==> src/rtl/peripheral_bus_pkg.sv <==
// -----------------------------------------------------------------------------
// peripheral_bus_pkg
// Shared definitions for the peripheral bus arbiter: FSM state encoding, bus
// field widths, the value returned on unclaimed or aborted reads, and the
// helper that sizes the optional access timeout counter.
// -----------------------------------------------------------------------------
package peripheral_bus_pkg;

   typedef enum logic {
      IDLE   = 1'b0,
      ACCESS = 1'b1
   } arb_state_e;

   localparam int ADDR_W = 24;
   localparam int DATA_W = 32;
   localparam int BSEL_W = 4;

   localparam logic [DATA_W-1:0] READ_DEFAULT = 32'hFFFF_FFFF;

   // Timeout counter width: wide enough for TIMEOUT-1, kept within 8..16 bits.
   function automatic int cnt_width(input int timeout);
      int w;
      w = $clog2(timeout);
      if (w < 8)  w = 8;
      if (w > 16) w = 16;
      return w;
   endfunction

endpackage

==> src/rtl/peripheral_bus_arbiter_round_robin_select.sv <==
// -----------------------------------------------------------------------------
// round_robin_select
// Combinational round-robin pick: returns the first asserted request found
// searching upward from last+1 and wrapping around to last.
//
// Ports
//   req   : request vector, one bit per master
//   last  : index of the most recently served master
//   idx   : winning master index (0 when nothing is requested)
//   valid : at least one request present
// -----------------------------------------------------------------------------
module round_robin_select #(
   parameter int MASTERS = 2,
   parameter int IDX_W   = $clog2(MASTERS)
) (
   input  logic [MASTERS-1:0] req,
   input  logic [IDX_W-1:0]   last,
   output logic [IDX_W-1:0]   idx,
   output logic               valid
);

   // Two passes over a fixed index range: masters above 'last' have priority,
   // then the wrapped-around ones up to and including 'last'.
   always_comb begin
      valid = 1'b0;
      idx   = '0;
      for (int j = 0; j < MASTERS; j++) begin
         if (!valid && req[j] && (j > int'(last))) begin
            valid = 1'b1;
            idx   = IDX_W'(j);
         end
      end
      for (int j = 0; j < MASTERS; j++) begin
         if (!valid && req[j] && (j <= int'(last))) begin
            valid = 1'b1;
            idx   = IDX_W'(j);
         end
      end
   end

endmodule

==> src/rtl/peripheral_bus_arbiter.sv <==
// -----------------------------------------------------------------------------
// peripheral_bus_arbiter
// Round-robin arbiter sharing one peripheral bus between MASTERS requesters.
// One master is granted at a time and its transaction is forwarded unchanged;
// the grant is released when the slave drops busy, when the granted master
// withdraws its strobes, or (optionally) when the access times out.
//
// Build option
//   PERIPHERAL_ARBITER_TIMEOUT_EN : when defined, an access still busy after
//   TIMEOUT cycles is force-completed with read data 32'hFFFF_FFFF and a
//   one-cycle timeout_error pulse. When undefined, ACCESS waits indefinitely
//   and timeout_error is tied low.
//
// Ports
//   clk, rst                 : clock, asynchronous active-low reset
//   master_we/oe             : per-master write/read strobes
//   master_address/byteSelect/dataWrite : flattened per-master bus fields
//   master_busy              : per-master busy, low ends that master's access
//   master_dataRead          : read data broadcast to all masters
//   master_requestOutput     : slave requestOutput routed to granted master
//   timeout_error            : pulse on a timed-out access
//   peripheralBus_*          : shared bus toward the slaves
//   requestOutput            : slave claims the current read
// -----------------------------------------------------------------------------
module peripheral_bus_arbiter
   import peripheral_bus_pkg::*;
#(
   parameter int MASTERS = 2,
   parameter int TIMEOUT = 256
) (
   input  logic                        clk,
   input  logic                        rst,
   input  logic [MASTERS-1:0]          master_we,
   input  logic [MASTERS-1:0]          master_oe,
   input  logic [ADDR_W*MASTERS-1:0]   master_address,
   input  logic [BSEL_W*MASTERS-1:0]   master_byteSelect,
   input  logic [DATA_W*MASTERS-1:0]   master_dataWrite,
   output logic [MASTERS-1:0]          master_busy,
   output logic [DATA_W-1:0]           master_dataRead,
   output logic [MASTERS-1:0]          master_requestOutput,
   output logic                        timeout_error,
   output logic                        peripheralBus_we,
   output logic                        peripheralBus_oe,
   output logic [ADDR_W-1:0]           peripheralBus_address,
   output logic [BSEL_W-1:0]           peripheralBus_byteSelect,
   output logic [DATA_W-1:0]           peripheralBus_dataWrite,
   input  logic                        peripheralBus_busy,
   input  logic [DATA_W-1:0]           peripheralBus_dataRead,
   input  logic                        requestOutput
);

   localparam int IDX_W = $clog2(MASTERS);

   generate
      if (MASTERS < 2 || MASTERS > 8) begin : g_bad_masters
         $error("peripheral_bus_arbiter: MASTERS must be 2..8");
      end
      if (TIMEOUT < 2) begin : g_bad_timeout
         $error("peripheral_bus_arbiter: TIMEOUT must be at least 2");
      end
   endgenerate

   arb_state_e       state_q, state_d;
   logic [IDX_W-1:0] grant_q, grant_d;
   logic [IDX_W-1:0] last_q,  last_d;

   logic [MASTERS-1:0] req;
   logic [MASTERS-1:0] gnt_oh;
   logic [IDX_W-1:0]   sel_idx;
   logic               sel_valid;

   logic               in_access;
   logic               g_we, g_oe, g_req;
   logic [ADDR_W-1:0]  g_addr;
   logic [BSEL_W-1:0]  g_bsel;
   logic [DATA_W-1:0]  g_data;
   logic               tmo_fire;
   logic               done;
   logic               end_access;

   generate
      for (genvar i = 0; i < MASTERS; i++) begin : g_master
         assign req[i]    = master_we[i] | master_oe[i];
         assign gnt_oh[i] = (grant_q == IDX_W'(i));
      end
   endgenerate

   round_robin_select #(
      .MASTERS (MASTERS),
      .IDX_W   (IDX_W)
   ) u_rr (
      .req   (req),
      .last  (last_q),
      .idx   (sel_idx),
      .valid (sel_valid)
   );

   // Fields of the granted master, selected by the one-hot decode of grant_q.
   always_comb begin
      g_we   = 1'b0;
      g_oe   = 1'b0;
      g_addr = '0;
      g_bsel = '0;
      g_data = '0;
      for (int i = 0; i < MASTERS; i++) begin
         if (gnt_oh[i]) begin
            g_we   = master_we[i];
            g_oe   = master_oe[i];
            g_addr = master_address[i*ADDR_W +: ADDR_W];
            g_bsel = master_byteSelect[i*BSEL_W +: BSEL_W];
            g_data = master_dataWrite[i*DATA_W +: DATA_W];
         end
      end
   end

   assign in_access = (state_q == ACCESS);
   assign g_req     = g_we | g_oe;

`ifdef PERIPHERAL_ARBITER_TIMEOUT_EN
   localparam int CNT_W = cnt_width(TIMEOUT);

   logic [CNT_W-1:0] cnt_q, cnt_d;

   // Held at zero outside ACCESS, so it starts from zero on every grant.
   always_comb begin
      cnt_d = cnt_q;
      if (!in_access)
         cnt_d = '0;
      else if (peripheralBus_busy)
         cnt_d = cnt_q + 1'b1;
   end

   always_ff @(posedge clk or negedge rst) begin
      if (!rst) cnt_q <= '0;
      else      cnt_q <= cnt_d;
   end

   assign tmo_fire = in_access & g_req & peripheralBus_busy &
                     (cnt_q == CNT_W'(TIMEOUT - 1));
`else
   assign tmo_fire = 1'b0;
`endif

   // done: the granted access completes this cycle (slave ready or timeout).
   // end_access additionally covers the granted master withdrawing.
   assign done       = in_access & g_req & (~peripheralBus_busy | tmo_fire);
   assign end_access = in_access & (~g_req | done);

   always_ff @(posedge clk or negedge rst) begin
      if (!rst) begin
         state_q <= IDLE;
         grant_q <= '0;
         last_q  <= IDX_W'(MASTERS - 1);
      end else begin
         state_q <= state_d;
         grant_q <= grant_d;
         last_q  <= last_d;
      end
   end

   always_comb begin
      state_d = state_q;
      grant_d = grant_q;
      last_d  = last_q;
      case (state_q)
         IDLE: begin
            if (sel_valid) begin
               grant_d = sel_idx;
               state_d = ACCESS;
            end
         end
         ACCESS: begin
            if (end_access) begin
               last_d  = grant_q;
               state_d = IDLE;
            end
         end
         default: state_d = IDLE;
      endcase
   end

   // Strobes are state-qualified, so an asynchronous reset drops them at once.
   // A simultaneous we/oe is treated as a write.
   assign peripheralBus_we         = in_access & g_we;
   assign peripheralBus_oe         = in_access & g_oe & ~g_we;
   assign peripheralBus_address    = g_addr;
   assign peripheralBus_byteSelect = g_bsel;
   assign peripheralBus_dataWrite  = g_data;

   assign master_busy          = req & ~(gnt_oh & {MASTERS{done}});
   assign master_requestOutput = gnt_oh & {MASTERS{in_access & requestOutput}};
   assign master_dataRead      = (requestOutput & ~tmo_fire) ? peripheralBus_dataRead
                                                             : READ_DEFAULT;
   assign timeout_error        = tmo_fire;

endmodule

==> config.mk <==
export PLATFORM = sky130hd
export DESIGN_NAME = peripheral_bus_arbiter
export DESIGN_NICKNAME = d
export VERILOG_FILES = /design/src/rtl/peripheral_bus_pkg.sv /design/src/rtl/peripheral_bus_arbiter_round_robin_select.sv /design/src/rtl/peripheral_bus_arbiter.sv
export SDC_FILE = /design/constraint.sdc
export NUM_CORES = 1
export LEC_CHECK = 0
export BUFFER_PORTS_ARGS = -buffer_cell sky130_fd_sc_hd__buf_4
export CORE_AREA = 4 4 99 101
export DETAILED_ROUTE_END_ITERATION = 10
export DIE_AREA = 0 0 103 105
export PLACE_DENSITY = 0.48
export SETUP_SLACK_MARGIN = 0.4
export SLEW_MARGIN = 10
export SYNTH_ARGS = -nofsm -noshare
export SYNTH_HDL_FRONTEND = slang
export SYNTH_SLANG_ARGS = --single-unit
==> constraint.sdc <==
create_clock -name clk -period 2.1 [get_ports clk]
set_input_delay 0.21 -clock clk [delete_from_list [all_inputs] [get_ports clk]]
set_output_delay 0.21 -clock clk [all_outputs]
set_load 0.05 [all_outputs]
Word level (Yosys, flattened, before mapping). Cells that the tools add are included. W data, S select, Z words.

$lt $le $gt $ge: 2. Muxes and demuxes: 14. Reduce and logical (&&, ||, !) cells: 8. Bitwise logic cells: 20.

Operator list (number): $mux W32 (2); $mux W24 (1); $mux W1 (9); $and A1 B1 Y1 (7); $and A2 B2 Y2 (3); $not A1 Y1 (5); $logic_and A1 B1 Y1 (4); $mux W4 (1); $or A1 B1 Y1 (4); $reduce_and A2 Y1 (2); $logic_not A1 Y1 (2); $not A2 Y2 (1); $pmux W1 S2 (1); $gt A1 B1 Y1 const A (1); $le A1 B1 Y1 const A (1).

Bits of input ports: 160. Flip-flop bits (word level): 3. Output and inout port bits: 99. Word-level logic and storage cells: 47.

Longest topological paths before layout.
Depth after elaboration: 12. Gate-level depth with buffers: 5. Depth with buffers taken out: 3.

Cells and area by module. A second synthesis with hierarchy kept.

Cell total of the unflattened synthesis: 138. Area total of the unflattened synthesis: 1267.5 um^2.

By module, submodules not included: peripheral_bus_arbiter (sequential area each 76.3 um^2, cells each 136, area an instance 1253.7 um^2, times used 1); round_robin_select (sequential area each 0.0 um^2, cells each 2, area an instance 13.8 um^2, times used 1).

Least setup slack after synthesis. Ideal clock, no wire load.

Path kind: reg-to-output. Start: register grant_q. End: output port peripheralBus_oe. Path buffers: 2. Stages on the path, launching flop included: 6. Setup slack: 0.335 ns. Arrival: 1.555 ns. Data required time: 1.890 ns. Cell sequence: dfrtp_1 -> buf_6 -> clkbuf_8 -> inv_1 -> nand3_1 -> a21oi_1.

Cells in the longest elaborated chain, start to end: 3. Elaborated cells on any way between the ends: 5. Those cells by class: mux: 2; bitwise: 3.

RTL lines: start: declaration (RTL line peripheral_bus_arbiter.sv:64) `logic [IDX_W-1:0] grant_q, grant_d;`; start signal: assignment (RTL line peripheral_bus_arbiter.sv:156) `grant_q <= grant_d;`; $mux W1 (RTL line peripheral_bus_arbiter.sv:106) `if (gnt_oh[i]) begin`; $and A1 B1 Y1 or $not A1 Y1 (tied branches) (RTL line peripheral_bus_arbiter.sv:185) `assign peripheralBus_oe = in_access & g_oe & ~g_we;`; $and A1 B1 Y1 (*) (RTL line peripheral_bus_arbiter.sv:185); end: declaration (RTL line peripheral_bus_arbiter.sv:43) `output logic peripheralBus_oe,`.

Every way passes the cells marked *; elsewhere a longest branch is shown, timed or not.

Worst setup path in the final report.
Start: register grant_q. End: output port peripheralBus_byteSelect[2].

Cells in the longest elaborated chain, start to end: 1.

RTL lines: $mux W4 (RTL line peripheral_bus_arbiter.sv:106); end: declaration (RTL line peripheral_bus_arbiter.sv:45) `output logic [BSEL_W-1:0] peripheralBus_byteSelect,`.

No other way between the ends.

==> flow_summary.rst <==
.. list-table::
   :header-rows: 1

   * - Metric
     - Value
   * - Share of the synthesized area in the top cell type
     - a little over half
   * - #FFs+latches synth
     - 3
   * - Routed length per instance
     - approximately 16 µm
   * - Residual overflow from global routing
     - 0
   * - Overall Global Routing Usage
     - approximately an eighth
   * - Syn_nets
     - slightly below 300
   * - Number of instances in the synthesized netlist
     - about 140
   * - Critical path data required time
     - between 1.5 and 2 ns
   * - Die outline width
     - between 100 and 150 µm
   * - Count of final max-slew check failures
     - 0
   * - DIE AREA
     - about 0.011 mm²
   * - Clock net sink count
     - 3
   * - Number of setup buffers added after CTS
     - 0
   * - Total area of sequential cells
     - roughly 78 µm²
   * - CTS tree
     - done
   * - Placement-stage worst setup slack
     - between 0.6 and 0.7 ns
   * - Xor and xnor area share after synthesis
     - 0%
   * - Hpwl dp
     - roughly 7000 µm
   * - Flop pwr share
     - under 10%
   * - Latest clock arrival within the worst-skew pair
     - about 0.21 ns
   * - Launching instance or port of the critical path
     - grant_q
   * - Distinct cell type count after synthesis
     - 26
   * - Outcome
     - finished clean
   * - Number of antenna repair diodes
     - 0
   * - Number of standard-cell rows in the floorplan
     - 35
   * - Post-Synth Simple-Gate Area
     - 22.23%
   * - Commonest register cell after synthesis
     - sky130_fd_sc_hd__dfrtp_1
   * - Overall via count from detail_route
     - about 2000
   * - Total iterations of the first detailed-routing run
     - 4
   * - Clock input transition at the sequential cells of the worst setup and hold paths
     - about 0.030 ns
   * - Critical path arrival
     - 1.44 ns
   * - Final Net Count
     - approximately 550
   * - Setup violations, final
     - 0
   * - Finished Core Util
     - 36.35%
   * - Mean instance size in the synthesized netlist
     - 9.129 µm²
   * - Die Ht
     - ~110 µm
   * - Highest Clock Rate
     - between 0.6 and 0.7 GHz
   * - Unrepaired setup endpoints after global routing
     - false
   * - Min-delay worst type
     - input port to flip-flop
   * - Number of enable-type register cells in the synthesized netlist
     - 0
   * - Worst reg2reg setup slack
     - approximately 0.96 ns
   * - Most numerous cell types in the synthesized netlist
     - sky130_fd_sc_hd__mux2_2, sky130_fd_sc_hd__nand2b_1, sky130_fd_sc_hd__buf_6, sky130_fd_sc_hd__inv_1, sky130_fd_sc_hd__nor2_1
   * - Register area share after synthesis
     - around 6.2%
   * - Logic pwr share
     - 92.2%
   * - Cell-internal power
     - around 1500 µW
   * - Post-DR vias/cell
     - 3.972
   * - Antenna violations before repair
     - 2
   * - Synth area leader
     - sky130_fd_sc_hd__mux2_2
   * - Post-route standard cell area excluding fillers
     - 0.003279 mm²
   * - PortBufs
     - between 200 and 300
   * - Maximum number of buffers from clock root to sink
     - 2
   * - Final-layout fill cell count
     - between 900 and 1000
   * - Setup WS post-layout
     - about 0.45 ns
   * - Time the final worst path needs with I/O delays and setup
     - 1.653 ns
   * - Final period utilization
     - approximately 79%
   * - Total cell area at the placement stage
     - around 0.0032 mm²
   * - Critical path class
     - flip-flop to output pin
   * - I/O pin total
     - between 200 and 300
   * - Maximum ir drop on the vdd rail
     - about 0.54 mV
   * - Worst setup skew after layout
     - around 0.00010 ns
   * - Maximum fanout encountered on the critical timing path
     - 45
   * - Combined area of all synthesized cells
     - around 0.0012 mm²
   * - Post-synth ARST share
     - between 90% and 100%
   * - Share of the synthesized area in compound gates (AO/OA/AOI/OAI)
     - under 10%
   * - Fraction of layout cells with a size suffix above 1
     - a little over four fifths
   * - Wirelength, routed
     - a little under 8000 µm
   * - CTS HTree Levels
     - 1
   * - Final setup TNS
     - 0 ns
   * - # Max-Cap Violations
     - 0
   * - Main combinational cell family by area after synthesis
     - multiplexers
   * - Start of the worst register-to-register path
     - grant_q
   * - Switching power summed over all nets
     - roughly 2200 µW
   * - Vias in the first global route
     - 2035
   * - Adder-cell share of the synthesized area
     - 0%
   * - Core Box Area
     - roughly 0.0090 mm²
   * - Placer Congestion
     - slightly below 0.8
   * - Area taken by multi-input logic gates
     - approximately 0.0010 mm²
   * - Capturing element type of the critical path
     - output pin
   * - Register-to-Register Path Depth
     - 4
   * - Critical register-to-register path endpoint
     - in_access
   * - Starting utilization of the core area
     - between 10% and 20%
   * - Yosys Warn Count
     - 0
   * - Multiplexer share of the synthesized area
     - ~56%
   * - Area growth from synthesis to final layout
     - 166.1%
   * - Lkg Pwr
     - 0.001695 µW
   * - Switch share
     - 59.85%
   * - Maximum number of pins on one net before global-route repair
     - 46
   * - Ranking of synthesized cells by area
     - sky130_fd_sc_hd__mux2_2, sky130_fd_sc_hd__nand2b_1, sky130_fd_sc_hd__dfrtp_1
   * - Number of buffers added by the clock tree synthesis step
     - 3
   * - First-pass GRT wire length
     - around 11000 µm
   * - CP Capture Point
     - peripheralBus_byteSelect[2]
   * - Clock network power share
     - under 10%
   * - Most used standard cell by instance count after synthesis
     - sky130_fd_sc_hd__mux2_2
   * - Total power density per cell area
     - ~1100 mW/mm²
   * - Initial drt markers
     - slightly below 80
   * - Root buf cell
     - sky130_fd_sc_hd__clkbuf_8
   * - Final ANT Viol Nets
     - 0
   * - Final routed DRC violation total
     - 0
   * - Type of origin of the critical path
     - flip-flop
   * - Final number of hold-violating endpoints
     - 0
per-stage QoR:
stage,hold WS (ns),power [µW],instances
floorplan,-0.08559,2652,135
global placement,0.006335,3559,492
detailed placement,0.002340,3570,492
CTS,0.2172,3766,497
global route,0.2234,3868,497
finish,0.2265,3710,497
power by group through the flow:
stage	clock, µW	sequential (µW)	combinational, µW
6_report	167	121	3420
5_1_grt	178	126	3560
4_1_cts	175	121	3470
3_5_place_dp	0	118	3450
3_3_place_gp	0	119	3440
2_1_floorplan	0	97.7	2550
how the worst min path moves through the flow:
stage / cells past startpoint / to / start / slack (ns)
6_report: 2 / in_access / peripheralBus_busy / 0.23
2_1_floorplan: 0 / grant_q / rst / -0.09
5_1_grt: 2 / in_access / peripheralBus_busy / 0.22
3_5_place_dp: 1 / in_access / rst / 0.002
3_3_place_gp: 1 / in_access / rst / 0.006
4_1_cts: 2 / in_access / peripheralBus_busy / 0.22
layout by cell type (no fill, tap or decap):
| master | instances |
|---|---|
| sky130_fd_sc_hd__nand3_1 | 1 |
| sky130_fd_sc_hd__inv_1 | 4 |
| sky130_fd_sc_hd__buf_6 | 1 |
| sky130_fd_sc_hd__o32a_1 | 1 |
| sky130_fd_sc_hd__nand2b_1 | 32 |
| sky130_fd_sc_hd__nor3_2 | 1 |
| sky130_fd_sc_hd__nor2_8 | 1 |
| sky130_fd_sc_hd__buf_4 | 257 |
| sky130_fd_sc_hd__nand2_1 | 1 |
| sky130_fd_sc_hd__nand3b_1 | 1 |
| sky130_fd_sc_hd__o21ai_0 | 1 |
| sky130_fd_sc_hd__mux2i_1 | 1 |
| sky130_fd_sc_hd__a21o_1 | 1 |
| sky130_fd_sc_hd__a31oi_1 | 2 |
| sky130_fd_sc_hd__dfrtp_2 | 1 |
| sky130_fd_sc_hd__nor2_1 | 4 |
| sky130_fd_sc_hd__mux2_2 | 60 |
| sky130_fd_sc_hd__o211ai_1 | 2 |
| sky130_fd_sc_hd__dfstp_2 | 1 |
| sky130_fd_sc_hd__a21oi_1 | 2 |
| sky130_fd_sc_hd__clkbuf_8 | 3 |
| sky130_fd_sc_hd__dfrtp_1 | 1 |
| sky130_fd_sc_hd__and3_1 | 2 |
| sky130_fd_sc_hd__a21oi_2 | 1 |
| sky130_fd_sc_hd__clkbuf_1 | 1 |
| sky130_fd_sc_hd__buf_12 | 1 |
| sky130_fd_sc_hd__conb_1 | 1 |
| sky130_fd_sc_hd__dlygate4sd3_1 | 1 |
worst max-delay path, cell delays in order (launching register included):
cell                      delay [ns]
sky130_fd_sc_hd__dfrtp_2        0.38
sky130_fd_sc_hd__buf_12         0.24
sky130_fd_sc_hd__mux2_2         0.39
sky130_fd_sc_hd__buf_4          0.19
state kept, by name, summed over array words and instances (netlist names):
register and flops:
grant_q 1, in_access 1, last_q 1
per-layer routing:
| layer | track usage [%] | vias to the layer above | part of all wire (%) | wire length (µm) |
|---|---|---|---|---|
| met3 | 3.738 | 6 | 13 | 1047 |
| met5 | 0 | - | 0.35 | 27 |
| met1 | 14.31 | 857 | 36 | 2834 |
| met2 | 22.73 | 134 | 49 | 3844 |
| met4 | 2.220 | 4 | 0.51 | 40 |
| li1 | - | 973 | - | - |
kinds of logic after synthesis:
family,count (synthesis)
buf+inv,17
other cells,1
compound gates,10
mux,61
flops,3
simple gates,43
repair_timing:
item	4_1_cts	5_1_grt
gates resized for setup	1	0
endpoints found under the hold margin	3	0
hold buffers	1	0
setup endpoints to repair	7	0
area by class of cell:
cell class / instances / share of cell area [%]
tap: 111 / 4.235
sequential: 3 / 2.366
multi-input combinational: 115 / 31.48
timing repair buffer: 260 / 60.09
inverter: 4 / 0.4578
clock buffer: 4 / 1.374
(Power assumes the default switching activity.)
